**src/rtl/serial_add_pkg.sv**
```systemverilog
// Shared types and constants for the bit-serial adder controller.
package serial_add_pkg;

    // Operand width used when the parent does not override WIDTH.
    localparam int DEFAULT_WIDTH = 8;

    // Controller sequencing states.
    typedef enum logic [1:0] {
        IDLE = 2'd0,
        RUN  = 2'd1,
        DONE = 2'd2
    } state_t;

    // Bit counter width: one spare bit so the counter can reach WIDTH without wrapping.
    function automatic int cnt_width(input int w);
        return $clog2(w) + 1;
    endfunction

endpackage

```
**src/rtl/serial_add_ctrl_if.sv**
```systemverilog
// Operand/result handshake bundle for serial_add_ctrl.
// master = operand producer / result consumer, slave = the controller.
interface serial_add_ctrl_if
    import serial_add_pkg::*;
#(
    parameter int WIDTH = DEFAULT_WIDTH
) ();

    logic             in_valid;
    logic             in_ready;
    logic [WIDTH-1:0] a;
    logic [WIDTH-1:0] b;
    logic             cin;
    logic             out_valid;
    logic             out_ready;
    logic [WIDTH-1:0] sum;
    logic             cout;
    logic             ovf;

    modport master (
        output in_valid, a, b, cin, out_ready,
        input  in_ready, out_valid, sum, cout, ovf
    );

    modport slave (
        input  in_valid, a, b, cin, out_ready,
        output in_ready, out_valid, sum, cout, ovf
    );

endinterface

```
**src/rtl/full_adder_nor.sv**
```systemverilog
// Combinational 1-bit full adder built only from NOR (pierce) gates.
// n1..n4 form XNOR(a,b); n4..n8 form XNOR(n4,cin) = a^b^cin.
// cout = NOR(n1,n5) = (a|b) & (XNOR(a,b)|cin), which is the majority function.
module full_adder_nor (
    input  logic a,
    input  logic b,
    input  logic cin,
    output logic s,
    output logic cout
);

    logic n1, n2, n3, n4, n5, n6, n7;

    nor g1 (n1, a, b);
    nor g2 (n2, a, n1);
    nor g3 (n3, b, n1);
    nor g4 (n4, n2, n3);
    nor g5 (n5, n4, cin);
    nor g6 (n6, n4, n5);
    nor g7 (n7, cin, n5);
    nor g8 (s, n6, n7);
    nor g9 (cout, n1, n5);

endmodule

```
**src/rtl/serial_add_ctrl.sv**
```systemverilog
// Bit-serial adder controller: accepts an operand set, adds it LSB first
// one bit per clock through a single full adder, then holds the result
// until the consumer takes it.
module serial_add_ctrl
    import serial_add_pkg::*;
#(
    parameter int WIDTH = DEFAULT_WIDTH
) (
    input  logic             clk,
    input  logic             rst,
    serial_add_ctrl_if.slave bus
);

    localparam int              CNT_W    = cnt_width(WIDTH);
    localparam logic [CNT_W-1:0] LAST_BIT = CNT_W'(WIDTH - 1);

    state_t           state_reg;
    state_t           state_next;
    logic [WIDTH-1:0] a_sh_reg;
    logic [WIDTH-1:0] b_sh_reg;
    logic [WIDTH-1:0] sum_reg;
    logic [WIDTH-1:0] sum_shift;
    logic             carry_reg;
    logic             cout_reg;
    logic             ovf_reg;
    logic [CNT_W-1:0] cnt_reg;
    logic             fa_s;
    logic             fa_cout;
    logic             in_ready;
    logic             out_valid;

    full_adder_nor u_fa (
        .a    (a_sh_reg[0]),
        .b    (b_sh_reg[0]),
        .cin  (carry_reg),
        .s    (fa_s),
        .cout (fa_cout)
    );

    // New sum bit enters at the MSB so after WIDTH shifts bit 0 sits at the LSB.
    always_comb begin
        sum_shift            = sum_reg >> 1;
        sum_shift[WIDTH-1]   = fa_s;
    end

    // State register.
    always_ff @(posedge clk) begin
        if (rst) begin
            state_reg <= IDLE;
        end else begin
            state_reg <= state_next;
        end
    end

    // Next-state and handshake outputs.
    always_comb begin
        state_next = state_reg;
        in_ready   = 1'b0;
        out_valid  = 1'b0;
        case (state_reg)
            IDLE: begin
                in_ready = 1'b1;
                if (bus.in_valid) begin
                    state_next = RUN;
                end
            end
            RUN: begin
                if (cnt_reg == LAST_BIT) begin
                    state_next = DONE;
                end
            end
            DONE: begin
                out_valid = 1'b1;
                if (bus.out_ready) begin
                    state_next = IDLE;
                end
            end
            default: state_next = IDLE;
        endcase
    end

    // Operand capture, serial shifting, carry/flag latching and bit counting.
    always_ff @(posedge clk) begin
        if (rst) begin
            a_sh_reg  <= '0;
            b_sh_reg  <= '0;
            sum_reg   <= '0;
            carry_reg <= 1'b0;
            cout_reg  <= 1'b0;
            ovf_reg   <= 1'b0;
            cnt_reg   <= '0;
        end else begin
            case (state_reg)
                IDLE: begin
                    if (bus.in_valid) begin
                        a_sh_reg  <= bus.a;
                        b_sh_reg  <= bus.b;
                        carry_reg <= bus.cin;
                        cnt_reg   <= '0;
                    end
                end
                RUN: begin
                    a_sh_reg  <= a_sh_reg >> 1;
                    b_sh_reg  <= b_sh_reg >> 1;
                    sum_reg   <= sum_shift;
                    carry_reg <= fa_cout;
                    cnt_reg   <= cnt_reg + CNT_W'(1);
                    // On the MSB, carry_reg is the carry into the MSB and fa_cout the carry out.
                    if (cnt_reg == LAST_BIT) begin
                        cout_reg <= fa_cout;
                        ovf_reg  <= carry_reg ^ fa_cout;
                    end
                end
                default: ;
            endcase
        end
    end

    assign bus.in_ready  = in_ready;
    assign bus.out_valid = out_valid;
    assign bus.sum       = sum_reg;
    assign bus.cout      = cout_reg;
    assign bus.ovf       = ovf_reg;

endmodule

```
**src/flat_wrapper.sv**
```systemverilog
// flat-port wrapper written by rule: the top's interface ports become plain ports
module serial_add_ctrl_flat import serial_add_pkg::*;
#(
    parameter int WIDTH = DEFAULT_WIDTH
)
  (clk, rst, bus_in_valid, bus_a, bus_b, bus_cin, bus_out_ready, bus_in_ready, bus_out_valid, bus_sum, bus_cout, bus_ovf);
  serial_add_ctrl_if #(.WIDTH(WIDTH)) bus_i ();
  input  logic clk;
  input  logic rst;
  input wire logic [$bits(bus_i.in_valid)-1:0] bus_in_valid;
  input wire logic [$bits(bus_i.a)-1:0] bus_a;
  input wire logic [$bits(bus_i.b)-1:0] bus_b;
  input wire logic [$bits(bus_i.cin)-1:0] bus_cin;
  input wire logic [$bits(bus_i.out_ready)-1:0] bus_out_ready;
  output wire logic [$bits(bus_i.in_ready)-1:0] bus_in_ready;
  output wire logic [$bits(bus_i.out_valid)-1:0] bus_out_valid;
  output wire logic [$bits(bus_i.sum)-1:0] bus_sum;
  output wire logic [$bits(bus_i.cout)-1:0] bus_cout;
  output wire logic [$bits(bus_i.ovf)-1:0] bus_ovf;
  assign bus_i.in_valid = bus_in_valid;
  assign bus_i.a = bus_a;
  assign bus_i.b = bus_b;
  assign bus_i.cin = bus_cin;
  assign bus_i.out_ready = bus_out_ready;
  assign bus_in_ready = bus_i.in_ready;
  assign bus_out_valid = bus_i.out_valid;
  assign bus_sum = bus_i.sum;
  assign bus_cout = bus_i.cout;
  assign bus_ovf = bus_i.ovf;
  serial_add_ctrl #(.WIDTH(WIDTH)) u_core (.clk(clk), .rst(rst), .bus(bus_i));
endmodule
```
**config.mk**
```make
export PLATFORM = sky130hd
export DESIGN_NAME = serial_add_ctrl_flat
export DESIGN_NICKNAME = d
export VERILOG_FILES = /design/src/rtl/serial_add_pkg.sv /design/src/rtl/serial_add_ctrl_if.sv /design/src/rtl/full_adder_nor.sv /design/src/rtl/serial_add_ctrl.sv /design/src/flat_wrapper.sv
export SDC_FILE = /design/constraint.sdc
export NUM_CORES = 1
export LEC_CHECK = 0
export ABC_AREA = 1
export BUFFER_PORTS_ARGS = -buffer_cell sky130_fd_sc_hd__buf_4
export CAP_MARGIN = 10
export CELL_PAD_IN_SITES_DETAIL_PLACEMENT = 1
export CELL_PAD_IN_SITES_GLOBAL_PLACEMENT = 2
export CORE_ASPECT_RATIO = 0.9
export CORE_MARGIN = 2
export CORE_UTILIZATION = 25
export CTS_BUF_LIST = sky130_fd_sc_hd__clkbuf_16
export CTS_CLUSTER_SIZE = 16
export DETAILED_ROUTE_END_ITERATION = 12
export PLACE_DENSITY = 0.71
export REMOVE_ABC_BUFFERS = 1
export SLEW_MARGIN = 15
export SYNTH_ARGS = -nofsm -noshare
export SYNTH_HDL_FRONTEND = slang
export SYNTH_SLANG_ARGS = --single-unit
```
**constraint.sdc**
```tcl
create_clock -name clk -period 1.3 [get_ports clk]
set_input_delay 0.26 -clock clk [delete_from_list [all_inputs] [get_ports clk]]
set_output_delay 0.26 -clock clk [all_outputs]
set_load 0.005 [all_outputs]
```
==> impl_metrics.xml, run 1 <==
<?xml version="1.0" encoding="UTF-8"?>
<metrics>
  <group name="clock_network">
    <metric name="cts_tree" unit="">built</metric>
    <metric name="clk_root_buffer_cell" unit="">sky130_fd_sc_hd__clkbuf_16</metric>
    <metric name="cts-htree-levels" unit="">2</metric>
    <metric name="clk_pin_slew" unit="ps">50</metric>
    <metric name="clock_path_buffers" unit="">2</metric>
    <metric name="total_clock_buffers_created_by_cts" unit="">5</metric>
    <metric name="cts_num_sinks" unit="">33</metric>
    <metric name="postCtsHoldBufs" unit="">0</metric>
    <metric name="clk-insertion-delay-late" unit="ps">280</metric>
  </group>
  <group name="critical_path">
    <metric name="timing.critical_path.required" unit="ps">1040</metric>
    <metric name="critical_path_arrival" unit="ps">1000</metric>
    <metric name="timing.critical_path.from_type" unit="">register</metric>
    <metric name="element_type_at_the_critical_path_end" unit="">output port</metric>
    <metric name="crit_path_cell_trace" unit="">inv_2 -&gt; nor2_1 -&gt; buf_4</metric>
    <metric name="worstSetupPathType" unit="">register to output port</metric>
    <metric name="cp_max_delay_cell" unit="">sky130_fd_sc_hd__dfxtp_1</metric>
    <metric name="worstPathMaxFanout" unit="">5</metric>
    <metric name="critical-path-max-stage-delay" unit="ps">430</metric>
  </group>
  <group name="synthesis">
    <metric name="synth.lib_cells_used.distinct" unit="">20</metric>
    <metric name="post_synthesis_sequential_area_ratio" unit="%">43.7</metric>
    <metric name="synth_top_cell_area_share" unit="%">43.7</metric>
    <metric name="synth.area.top_cells" unit="">sky130_fd_sc_hd__dfxtp_1 (44%), sky130_fd_sc_hd__nor2_1 (14%), sky130_fd_sc_hd__nand2_1 (13%), sky130_fd_sc_hd__nand3_1 (8.6%), sky130_fd_sc_hd__inv_1 (5.0%)</metric>
    <metric name="avgSynthCellArea" unit="sq um">6.65</metric>
    <metric name="count_of_state_elements_after_synthesis" unit="">33</metric>
    <metric name="yosysTopAreaCell" unit="">sky130_fd_sc_hd__dfxtp_1</metric>
    <metric name="synthesis.instances" unit="">227</metric>
    <metric name="yosys_warnings" unit="">0</metric>
    <metric name="synth_area" unit="sq mm">0.00151</metric>
  </group>
  <group name="timing">
    <metric name="max_freq" unit="GHz">0.795</metric>
    <metric name="timing.slew.headroom" unit="%">85.5</metric>
    <metric name="final_period_minus_worst_setup_slack" unit="ps">1260</metric>
    <metric name="final_setup_violating_endpoints" unit="">0</metric>
    <metric name="timing_hold_violations_final" unit="">0</metric>
    <metric name="hold-worst-slack" unit="ps">239</metric>
    <metric name="timing_worst_slew_pin_value" unit="ps">217</metric>
    <metric name="final_min_period_over_clock_period" unit="%">96.7</metric>
    <metric name="setup_skew_after_layout" unit="ps">4.77</metric>
    <metric name="report.final.slew_viol_count" unit="">0</metric>
    <metric name="rsz_0062_raised_after_global_routing" unit="">no</metric>
  </group>
  <group name="global_route">
    <metric name="grt_antenna_before_repair" unit="">0</metric>
    <metric name="grt_max_degree" unit="">19</metric>
    <metric name="grt_first_pass_wirelength" unit="mm">7.00</metric>
    <metric name="gr-total-overflow" unit="">0</metric>
    <metric name="number_of_global_route_vias_before_repair" unit="">1466</metric>
    <metric name="overall_fraction_of_global_route_tracks_in_use" unit="%">13.4</metric>
  </group>
  <group name="status">
    <metric name="status" unit="">complete, no violations</metric>
  </group>
  <group name="route">
    <metric name="overall_routed_net_length" unit="mm">4.09</metric>
    <metric name="routed_length_per_placed_instance" unit="microns">12.1</metric>
    <metric name="drt_iter0_markers" unit="">45</metric>
    <metric name="postRouteAntennaNets" unit="">0</metric>
    <metric name="vias_per_cell" unit="">4.45</metric>
    <metric name="vias" unit="">1508</metric>
    <metric name="detail_route.drc_violations" unit="">0</metric>
    <metric name="drt_pass1_iterations" unit="">4</metric>
  </group>
  <group name="finish">
    <metric name="antenna_cells_inserted" unit="">0</metric>
    <metric name="nets" unit="">291</metric>
    <metric name="multi_input_comb_area" unit="sq um">707</metric>
    <metric name="regArea" unit="sq um">662</metric>
    <metric name="drive_above_1_share" unit="%">21.9</metric>
    <metric name="final_instance_area" unit="sq mm">0.00204</metric>
    <metric name="layout.filler_cells" unit="">721</metric>
    <metric name="synth_to_layout_area_growth" unit="%">35.0</metric>
  </group>
  <group name="power">
    <metric name="vdd.ir_drop.worst" unit="mV">0.437</metric>
    <metric name="powerDensity" unit="mW/mm^2">1280</metric>
    <metric name="total_power" unit="W">0.00262</metric>
    <metric name="p_leak" unit="nW">0.965</metric>
  </group>
  <group name="worst_hold_path">
    <metric name="class_of_the_tightest_hold_or_removal_check" unit="">input pin to register</metric>
  </group>
  <group name="floorplanning">
    <metric name="height_of_the_die" unit="microns">77.7</metric>
    <metric name="initial_utilization" unit="%">26.2</metric>
    <metric name="floorplan.rows" unit="">26</metric>
    <metric name="core_area" unit="sq mm">0.00576</metric>
    <metric name="die-width" unit="microns">85.9</metric>
    <metric name="ios" unit="">33</metric>
    <metric name="floorplan.die_area" unit="sq mm">0.00668</metric>
  </group>
  <group name="place">
    <metric name="io_buf_count" unit="">32</metric>
    <metric name="place_hpwl" unit="mm">2.90</metric>
    <metric name="placed_area" unit="sq mm">0.00188</metric>
    <metric name="gp_congestion" unit="">0.686</metric>
  </group>
  <group name="flow_run">
    <metric name="drv_cap" unit="">0</metric>
  </group>
</metrics>
==> logic make-up after synthesis <==
logic type | after synthesis | share of synthesized area [%]
compound gates | 19 | 6.46
fa+ha+maj | 2 | 2.15
buf+inv | 33 | 9.78
flops | 33 | 43.7
simple gates | 140 | 37.9
==> metrics by stage <==
step | cells | setup slack (ps) | utilization, % | TNS (ps)
after floorplan | 216 | -178 | - | -2600
after global placement | 329 | 46.0 | 32.7 | 0
after detailed placement | 329 | 13.3 | 32.7 | 0
after CTS | 339 | 3.43 | 35.3 | 0
after global routing | 339 | 0.247 | 35.4 | 0
final | 339 | 42.8 | 35.4 | 0
==> metal layers <==
metal,track usage (%),up-vias,wire length [microns]
li1,-,782,-
met1,17.2,696,1960
met2,21.9,25,1930
met3,3.19,5,148
met4,4.76,0,50
met5,0,-,0
==> area by class of cell <==
| class | instances | area share [%] |
|---|---|---|
| Sequential cell | 33 | 32.5 |
| Tap cell | 70 | 4.29 |
| Multi-Input combinational cell | 161 | 34.7 |
| Clock inverter | 3 | 0.613 |
| Clock buffer | 5 | 6.13 |
| Inverter | 22 | 4.05 |
| Timing Repair Buffer | 45 | 17.8 |
==> cells in the mapped netlist <==
cell                       count
sky130_fd_sc_hd__nor2_1       57
sky130_fd_sc_hd__nand2_1      53
sky130_fd_sc_hd__dfxtp_1      33
sky130_fd_sc_hd__nand3_1      26
sky130_fd_sc_hd__inv_1        20
sky130_fd_sc_hd__o21ai_0      11
sky130_fd_sc_hd__a21oi_1       7
sky130_fd_sc_hd__buf_2         4
sky130_fd_sc_hd__buf_4         3
sky130_fd_sc_hd__clkbuf_1      2
sky130_fd_sc_hd__inv_2         2
sky130_fd_sc_hd__buf_1         1
sky130_fd_sc_hd__buf_6         1
sky130_fd_sc_hd__fa_1          1
sky130_fd_sc_hd__ha_1          1
sky130_fd_sc_hd__nand2_2       1
sky130_fd_sc_hd__nor2_2        1
sky130_fd_sc_hd__nor2_4        1
sky130_fd_sc_hd__nor3_1        1
sky130_fd_sc_hd__o21a_1        1
==> power breakdown <==
part / switching (W) / internal, W / total (W) / leakage [nW]
Sequential: 0.0000374 / 0.00108 / 0.00111 / 0.271
Combinational: 0.000203 / 0.000186 / 0.000388 / 0.626
Clock: 0.000422 / 0.000692 / 0.00111 / 0.0687
Total: 0.000663 / 0.00195 / 0.00262 / 0.965
==> worst max-delay path: cells and delay by family (launching register included) <==
family,cells,cell delay (ps)
AND/OR/NAND/NOR,1,90
buffers and inverters,2,200
flip-flops,1,430
==> path summary, 6_finish.rpt <==
check	to	slack, ps	depth (start not counted)	from
worst min register to register	u_core.a_sh_reg[7]	460	2	u_core.a_sh_reg[7]
worst max register to register	u_core.bus.ovf	90	8	u_core.a_sh_reg[0]
worst max-delay path	bus_out_valid	40	3	u_core.state_reg[1]
worst min-delay path	u_core.b_sh_reg[7]	240	3	bus_b[7]
==> placed cells by master, fill, tap and decap left out, types with 2 or more instances in the layout <==
master | netlist | layout
sky130_fd_sc_hd__nor2_1 | 57 | 56
sky130_fd_sc_hd__nand2_1 | 53 | 53
sky130_fd_sc_hd__buf_4 | 3 | 43
sky130_fd_sc_hd__dfxtp_1 | 33 | 32
sky130_fd_sc_hd__nand3_1 | 26 | 26
sky130_fd_sc_hd__inv_1 | 20 | 20
sky130_fd_sc_hd__o21ai_0 | 11 | 11
sky130_fd_sc_hd__a21oi_1 | 7 | 7
sky130_fd_sc_hd__clkbuf_16 | 0 | 5
sky130_fd_sc_hd__inv_2 | 2 | 2
sky130_fd_sc_hd__nor2_2 | 1 | 2
sky130_fd_sc_hd__clkinv_1 | 0 | 2
sky130_fd_sc_hd__buf_12 | 0 | 2
==> what timing repair did <==
item | in CTS | in global routing
endpoints found under the setup margin | 1 | 10
gates cloned | 0 | 0
setup buffers | 2 | 0
pin swaps | 1 | 0
hold endpoints to repair | 0 | 0
gates resized for setup | 0 | 3
Note: power is estimated with default switching activity, not from simulation.
==> run 2: changes to the inputs <==
==> constraint.sdc (replaced) <==
create_clock -name clk -period 1.3 [get_ports clk]
set_input_delay 0.26 -clock clk [delete_from_list [all_inputs] [get_ports clk]]
set_output_delay 0.26 -clock clk [all_outputs]
set_load 0.02 [all_outputs]
==> run 2 against run 1 <==
  * First-iteration DRC count fell by 38%
  * Register-to-register slack barely moved
  * Global-route usage rose by 0.39 points
  * Non-clock buffer count rose by 1
  * Clock power barely moved
  * Clock skew fell by 2.4 ps
  * Sequential power barely moved
  * Worst setup slack improved by 31 ps
  * Routed wire length rose by 0.59%
  * Critical path type unchanged
  * Largest power group is now clock
==> impl_metrics.xml, run 2 (same netlist as run 1, synthesis figures left out) <==
<?xml version="1.0" encoding="UTF-8"?>
<metrics>
  <group name="timing">
    <metric name="final_setup_violating_endpoints" unit="">0</metric>
    <metric name="final_period_minus_worst_setup_slack" unit="ps">1230</metric>
    <metric name="timing_hold_violations_final" unit="">0</metric>
    <metric name="rsz_0062_raised_after_global_routing" unit="">yes</metric>
    <metric name="final_min_period_over_clock_period" unit="%">94.3</metric>
    <metric name="report.final.slew_viol_count" unit="">0</metric>
    <metric name="setup_skew_after_layout" unit="ps">2.37</metric>
    <metric name="max_freq" unit="GHz">0.815</metric>
    <metric name="timing_worst_slew_pin_value" unit="ps">201</metric>
    <metric name="timing.slew.headroom" unit="%">86.6</metric>
    <metric name="hold-worst-slack" unit="ps">237</metric>
    <metric name="finalWorstSetupSlack" unit="ps">73.7</metric>
  </group>
  <group name="finish">
    <metric name="post-route-util" unit="%">35.8</metric>
    <metric name="nets" unit="">292</metric>
    <metric name="final_instance_area" unit="sq mm">0.00206</metric>
    <metric name="drive_above_1_share" unit="%">22.6</metric>
    <metric name="layout_common_cells" unit="">sky130_fd_sc_hd__nor2_1 (56), sky130_fd_sc_hd__nand2_1 (53), sky130_fd_sc_hd__buf_4 (43)</metric>
    <metric name="mostFrequentLayoutCell" unit="">sky130_fd_sc_hd__nor2_1</metric>
    <metric name="antenna_cells_inserted" unit="">0</metric>
    <metric name="synth_to_layout_area_growth" unit="%">36.5</metric>
  </group>
  <group name="critical_path">
    <metric name="critical_path.top_delay_family" unit="">flip-flops</metric>
    <metric name="crit_path_cell_trace" unit="">inv_2 -&gt; nor2_1 -&gt; buf_4</metric>
    <metric name="critical_path_buffers_and_inverters" unit="">2</metric>
    <metric name="cp_max_delay_cell" unit="">sky130_fd_sc_hd__dfxtp_2</metric>
    <metric name="critical_path_arrival" unit="ps">970</metric>
    <metric name="crit-reg2reg-launch" unit="">u_core.a_sh_reg[0]</metric>
    <metric name="worstPathMaxFanout" unit="">5</metric>
    <metric name="critical-path-max-stage-delay" unit="ps">380</metric>
    <metric name="timing.critical_path.required" unit="ps">1040</metric>
    <metric name="element_type_at_the_critical_path_end" unit="">output port</metric>
    <metric name="worst-r2r-setup-slack" unit="ps">80</metric>
    <metric name="timing.critical_path.from_type" unit="">register</metric>
    <metric name="timing.critical_path.from" unit="">u_core.state_reg[1]</metric>
    <metric name="worstSetupPathType" unit="">register to output port</metric>
  </group>
  <group name="route">
    <metric name="overall_routed_net_length" unit="mm">4.11</metric>
    <metric name="vias" unit="">1507</metric>
    <metric name="drt_iter0_markers" unit="">28</metric>
    <metric name="routed_length_per_placed_instance" unit="microns">12.1</metric>
    <metric name="drt_pass1_iterations" unit="">4</metric>
    <metric name="postRouteAntennaNets" unit="">0</metric>
    <metric name="vias_per_cell" unit="">4.43</metric>
    <metric name="detail_route.drc_violations" unit="">0</metric>
  </group>
  <group name="floorplanning">
    <metric name="height_of_the_die" unit="microns">77.7</metric>
    <metric name="die-width" unit="microns">85.9</metric>
    <metric name="initial_utilization" unit="%">26.2</metric>
    <metric name="floorplan.die_area" unit="sq mm">0.00668</metric>
    <metric name="core_area" unit="sq mm">0.00576</metric>
    <metric name="floorplan.rows" unit="">26</metric>
    <metric name="ios" unit="">33</metric>
  </group>
  <group name="clock_network">
    <metric name="clk_pin_slew" unit="ps">50</metric>
    <metric name="total_clock_buffers_created_by_cts" unit="">5</metric>
    <metric name="cts-htree-levels" unit="">2</metric>
    <metric name="clk-insertion-delay-late" unit="ps">280</metric>
    <metric name="cts_tree" unit="">built</metric>
    <metric name="clock_path_buffers" unit="">2</metric>
    <metric name="cts_num_sinks" unit="">33</metric>
    <metric name="clk_root_buffer_cell" unit="">sky130_fd_sc_hd__clkbuf_16</metric>
  </group>
  <group name="worst_hold_path">
    <metric name="class_of_the_tightest_hold_or_removal_check" unit="">input pin to register</metric>
    <metric name="holdCritStartpoint" unit="">bus_a[7]</metric>
  </group>
  <group name="global_route">
    <metric name="number_of_global_route_vias_before_repair" unit="">1523</metric>
    <metric name="grt_antenna_before_repair" unit="">0</metric>
    <metric name="grt_max_degree" unit="">19</metric>
    <metric name="overall_fraction_of_global_route_tracks_in_use" unit="%">13.8</metric>
    <metric name="grt_first_pass_wirelength" unit="mm">7.20</metric>
    <metric name="gr-total-overflow" unit="">0</metric>
  </group>
  <group name="place">
    <metric name="gp_congestion" unit="">0.710</metric>
    <metric name="io_buf_count" unit="">32</metric>
    <metric name="placed_area" unit="sq mm">0.00191</metric>
    <metric name="pre_cts_ws" unit="ps">11.4</metric>
    <metric name="place_hpwl" unit="mm">2.95</metric>
  </group>
  <group name="status">
    <metric name="status" unit="">complete, no violations</metric>
  </group>
  <group name="power">
    <metric name="vdd.ir_drop.worst" unit="mV">0.474</metric>
    <metric name="powerDensity" unit="mW/mm^2">1290</metric>
    <metric name="total_power" unit="W">0.00266</metric>
    <metric name="p_leak" unit="nW">0.975</metric>
  </group>
  <group name="flow_run">
    <metric name="drv_cap" unit="">0</metric>
  </group>
</metrics>
==> run 2: per-layer routing <==
| layer | vias to the layer above | wire length (microns) | GRT usage, % |
|---|---|---|---|
| li1 | 783 | - | - |
| met2 | 26 | 1860 | 21.4 |
| met3 | 5 | 164 | 3.94 |
| met1 | 693 | 2040 | 18.4 |
| met4 | 0 | 57 | 4.76 |
| met5 | - | 0 | 0 |
==> run 2: repair_timing <==
action,4_1_cts,5_1_grt
hold buffers,0,0
pin swaps,1,0
buffers inserted,1,0
endpoints found under the setup margin,2,16
resized for setup,1,3
==> run 2: path summary, 6_finish.rpt <==
check,to,cells past startpoint
max reg2reg,u_core.bus.ovf,8
min,u_core.a_sh_reg[7],3
max,bus_out_valid,3
min reg2reg,u_core.a_sh_reg[7],2
==> run 2: worst reg2reg max path, stage by stage, from the launching register on <==
cell                      delay [ps]
sky130_fd_sc_hd__dfxtp_1         310
sky130_fd_sc_hd__inv_1            60
sky130_fd_sc_hd__fa_2            400
sky130_fd_sc_hd__inv_1            80
sky130_fd_sc_hd__nand2_1          50
sky130_fd_sc_hd__nand2_1          60
sky130_fd_sc_hd__nand3_1          60
sky130_fd_sc_hd__nand2_1          60
sky130_fd_sc_hd__nor2_1           30
==> run 2: final cells by class <==
class / count / area, sq um
Fill cell: 734 / 3700
Timing Repair Buffer: 46 / 383
Multi-Input combinational cell: 161 / 707
Clock inverter: 3 / 12.5
Clock buffer: 5 / 125
Tap cell: 70 / 87.6
Inverter: 22 / 82.6
Sequential cell: 33 / 663
==> run 2: report_power, final <==
part / internal, W / leakage (nW) / switching (W) / total [W]
combinational: 0.000195 / 0.635 / 0.000230 / 0.000426
clock: 0.000692 / 0.0687 / 0.000425 / 0.00112
sequential: 0.00108 / 0.271 / 0.0000373 / 0.00111
==> run 2: per-stage QoR <==
| step | std cells | setup TNS (ps) |
|---|---|---|
| 5_1_grt | 340 | -36.5 |
| 6_report | 340 | 0 |
| 2_1_floorplan | 216 | -2600 |
| 3_3_place_gp | 331 | 0 |
| 4_1_cts | 340 | 0 |
| 3_5_place_dp | 331 | 0 |
==> run 3: changes to the inputs <==
--- a/config.mk
+++ b/config.mk
@@ -16,7 +16,8 @@
 export CTS_BUF_LIST = sky130_fd_sc_hd__clkbuf_16
 export CTS_CLUSTER_SIZE = 16
 export DETAILED_ROUTE_END_ITERATION = 12
-export PLACE_DENSITY = 0.71
+export GPL_TIMING_DRIVEN = 0
+export PLACE_DENSITY_LB_ADDON = 0.1
 export REMOVE_ABC_BUFFERS = 1
 export SLEW_MARGIN = 15
 export SYNTH_ARGS = -nofsm -noshare
==> run 3 against run 2 <==
  * Cell count fell by 1.5%
  * Largest power group unchanged
  * First-iteration DRC count fell by 32%
  * Critical path depth did not move
  * Critical endpoint unchanged
  * Highest routed layer unchanged
==> impl_metrics.xml, run 3 (same netlist as run 1, synthesis figures left out) <==
<?xml version="1.0" encoding="UTF-8"?>
<metrics>
  <group name="status">
    <metric name="status" unit="">complete, no violations</metric>
  </group>
  <group name="power">
    <metric name="swShare" unit="%">26.7</metric>
    <metric name="total_power" unit="W">0.00265</metric>
    <metric name="clkPwrFrac" unit="%">42.4</metric>
    <metric name="pwr-share-comb" unit="%">15.5</metric>
    <metric name="power.sequential.fraction" unit="%">42.0</metric>
    <metric name="p_leak" unit="nW">0.943</metric>
    <metric name="vdd.ir_drop.worst" unit="mV">0.546</metric>
    <metric name="powerDensity" unit="mW/mm^2">1300</metric>
    <metric name="total_switching_power" unit="W">0.000709</metric>
    <metric name="p_int" unit="W">0.00194</metric>
  </group>
  <group name="timing">
    <metric name="report.final.slew_viol_count" unit="">0</metric>
    <metric name="max_freq" unit="GHz">0.804</metric>
    <metric name="hold-worst-slack" unit="ps">233</metric>
    <metric name="timing_worst_slew_pin_value" unit="ps">565</metric>
    <metric name="rsz_0062_raised_after_global_routing" unit="">yes</metric>
    <metric name="final_setup_violating_endpoints" unit="">0</metric>
    <metric name="timing_hold_violations_final" unit="">0</metric>
    <metric name="timing.slew.headroom" unit="%">62.3</metric>
    <metric name="setup_skew_after_layout" unit="ps">1.96</metric>
    <metric name="final_min_period_over_clock_period" unit="%">95.6</metric>
    <metric name="final_period_minus_worst_setup_slack" unit="ps">1240</metric>
  </group>
  <group name="global_route">
    <metric name="overall_fraction_of_global_route_tracks_in_use" unit="%">13.9</metric>
    <metric name="grt_max_degree" unit="">19</metric>
    <metric name="grt_first_pass_wirelength" unit="mm">7.00</metric>
    <metric name="gr-total-overflow" unit="">0</metric>
    <metric name="grt_antenna_before_repair" unit="">0</metric>
    <metric name="number_of_global_route_vias_before_repair" unit="">1449</metric>
  </group>
  <group name="worst_hold_path">
    <metric name="worst_hold_path.endpoint" unit="">u_core.b_sh_reg[7]</metric>
    <metric name="holdCritStartpoint" unit="">bus_b[7]</metric>
    <metric name="hold-path-cell-count" unit="">3</metric>
    <metric name="class_of_the_tightest_hold_or_removal_check" unit="">input pin to register</metric>
  </group>
  <group name="critical_path">
    <metric name="crit-reg2reg-launch" unit="">u_core.carry_reg</metric>
    <metric name="worstSetupPathType" unit="">register to output port</metric>
    <metric name="timing.critical_path.required" unit="ps">1040</metric>
    <metric name="timing.critical_path.from_type" unit="">register</metric>
    <metric name="element_type_at_the_critical_path_end" unit="">output port</metric>
    <metric name="worst-r2r-setup-slack" unit="ps">70</metric>
    <metric name="worstPathMaxFanout" unit="">5</metric>
    <metric name="regToRegEndpoint" unit="">u_core.bus.ovf</metric>
    <metric name="worst_r2r_path_depth" unit="">8</metric>
    <metric name="critical_path_arrival" unit="ps">980</metric>
  </group>
  <group name="place">
    <metric name="io_buf_count" unit="">32</metric>
    <metric name="place_hpwl" unit="mm">2.63</metric>
    <metric name="placed_area" unit="sq mm">0.00178</metric>
    <metric name="gp_congestion" unit="">0.682</metric>
    <metric name="dp_cells" unit="">318</metric>
  </group>
  <group name="finish">
    <metric name="mostFrequentLayoutCell" unit="">sky130_fd_sc_hd__nor2_1</metric>
    <metric name="final_cells" unit="">335</metric>
    <metric name="drive_above_1_share" unit="%">22.6</metric>
    <metric name="regArea" unit="sq um">667</metric>
    <metric name="synth_to_layout_area_growth" unit="%">34.5</metric>
    <metric name="layout.filler_cells" unit="">747</metric>
    <metric name="final_instance_area" unit="sq mm">0.00203</metric>
    <metric name="nets" unit="">287</metric>
    <metric name="multi_input_comb_area" unit="sq um">744</metric>
    <metric name="layout_common_cells" unit="">sky130_fd_sc_hd__nor2_1 (57), sky130_fd_sc_hd__nand2_1 (51), sky130_fd_sc_hd__buf_4 (39)</metric>
    <metric name="antenna_cells_inserted" unit="">0</metric>
  </group>
  <group name="floorplanning">
    <metric name="ios" unit="">33</metric>
    <metric name="core_area" unit="sq mm">0.00576</metric>
    <metric name="initial_utilization" unit="%">26.2</metric>
    <metric name="die-width" unit="microns">85.9</metric>
    <metric name="floorplan.die_area" unit="sq mm">0.00668</metric>
    <metric name="height_of_the_die" unit="microns">77.7</metric>
    <metric name="floorplan.rows" unit="">26</metric>
  </group>
  <group name="flow_run">
    <metric name="drv_cap" unit="">0</metric>
  </group>
  <group name="route">
    <metric name="drt_pass1_iterations" unit="">4</metric>
    <metric name="overall_routed_net_length" unit="mm">4.15</metric>
    <metric name="postRouteAntennaNets" unit="">0</metric>
    <metric name="drt_iter0_markers" unit="">19</metric>
    <metric name="routed_length_per_placed_instance" unit="microns">12.4</metric>
    <metric name="detail_route.drc_violations" unit="">0</metric>
    <metric name="vias_per_cell" unit="">4.42</metric>
    <metric name="vias" unit="">1482</metric>
  </group>
  <group name="clock_network">
    <metric name="total_clock_buffers_created_by_cts" unit="">5</metric>
    <metric name="clock_path_buffers" unit="">2</metric>
    <metric name="cts_tree" unit="">built</metric>
    <metric name="clk-insertion-delay-late" unit="ps">280</metric>
    <metric name="cts-htree-levels" unit="">2</metric>
    <metric name="cts_num_sinks" unit="">33</metric>
    <metric name="clk_pin_slew" unit="ps">50</metric>
    <metric name="clk_root_buffer_cell" unit="">sky130_fd_sc_hd__clkbuf_16</metric>
  </group>
</metrics>
## run 3: power by group through the flow
| stage | clock network, W | registers (W) | logic [W] |
|---|---|---|---|
| after floorplan | 0 | 0.00115 | 0.000181 |
| after global placement | 0 | 0.00113 | 0.000362 |
| after detailed placement | 0 | 0.00114 | 0.000368 |
| after CTS | 0.00118 | 0.00111 | 0.000414 |
| after global routing | 0.00121 | 0.00112 | 0.000470 |
| final | 0.00112 | 0.00111 | 0.000412 |
## run 3: final cells by class
class                   instances  share of cell area, %
clock inverters                 3                  0.616
multi-input cells             162                   36.6
repair buffers                 40                   15.4
inverters                      22                   4.06
well taps                      70                   4.31
flip-flops and latches         33                   32.8
clock buffers                   5                   6.16
## run 3: worst max-delay path by stage
| stage | startpoint | to | slack, ps | cells after the start |
|---|---|---|---|---|
| floorplan | u_core.state_reg[0] | u_core.cnt_reg[3] | -180 | 6 |
| global placement | u_core.state_reg[0] | u_core.cnt_reg[3] | -750 | 6 |
| detailed placement | u_core.state_reg[1] | u_core.a_sh_reg[5] | -480 | 6 |
| CTS | u_core.state_reg[1] | bus_out_valid | 40 | 3 |
| global route | u_core.carry_reg | u_core.bus.ovf | -30 | 8 |
| finish | u_core.state_reg[1] | bus_out_valid | 60 | 3 |
## run 3: metal layers
layer	vias to the layer above	GRT usage, %	routed length (microns)
li1	781	-	-
met1	674	17.9	2110
met2	21	21.5	1800
met3	6	4.57	173
met4	0	5.24	70
met5	-	0	0
## run 3: worst max-delay path, cell delays in order (launching register included)
cell and delay, ps:
sky130_fd_sc_hd__dfxtp_4 370, sky130_fd_sc_hd__inv_2 70, sky130_fd_sc_hd__nor2_1 110, sky130_fd_sc_hd__buf_4 150
## run 3: per-stage QoR
step	setup TNS, ps	worst slack (ps)	util (%)
after global routing	-27.9	-27.9	35.3
after CTS	0	43.7	35.0
after detailed placement	-9020	-478	30.9
after floorplan	-2600	-178	-
final	0	57.0	35.3
after global placement	-18350	-749	30.8
## run 3: timing repair
action	4_1_cts	5_1_grt
gates cloned	1	0
setup endpoints to repair	35	12
pin swaps	3	2
buffers inserted	8	0
resized for setup	8	5
hold endpoints to repair	0	0
hold buffers	0	0
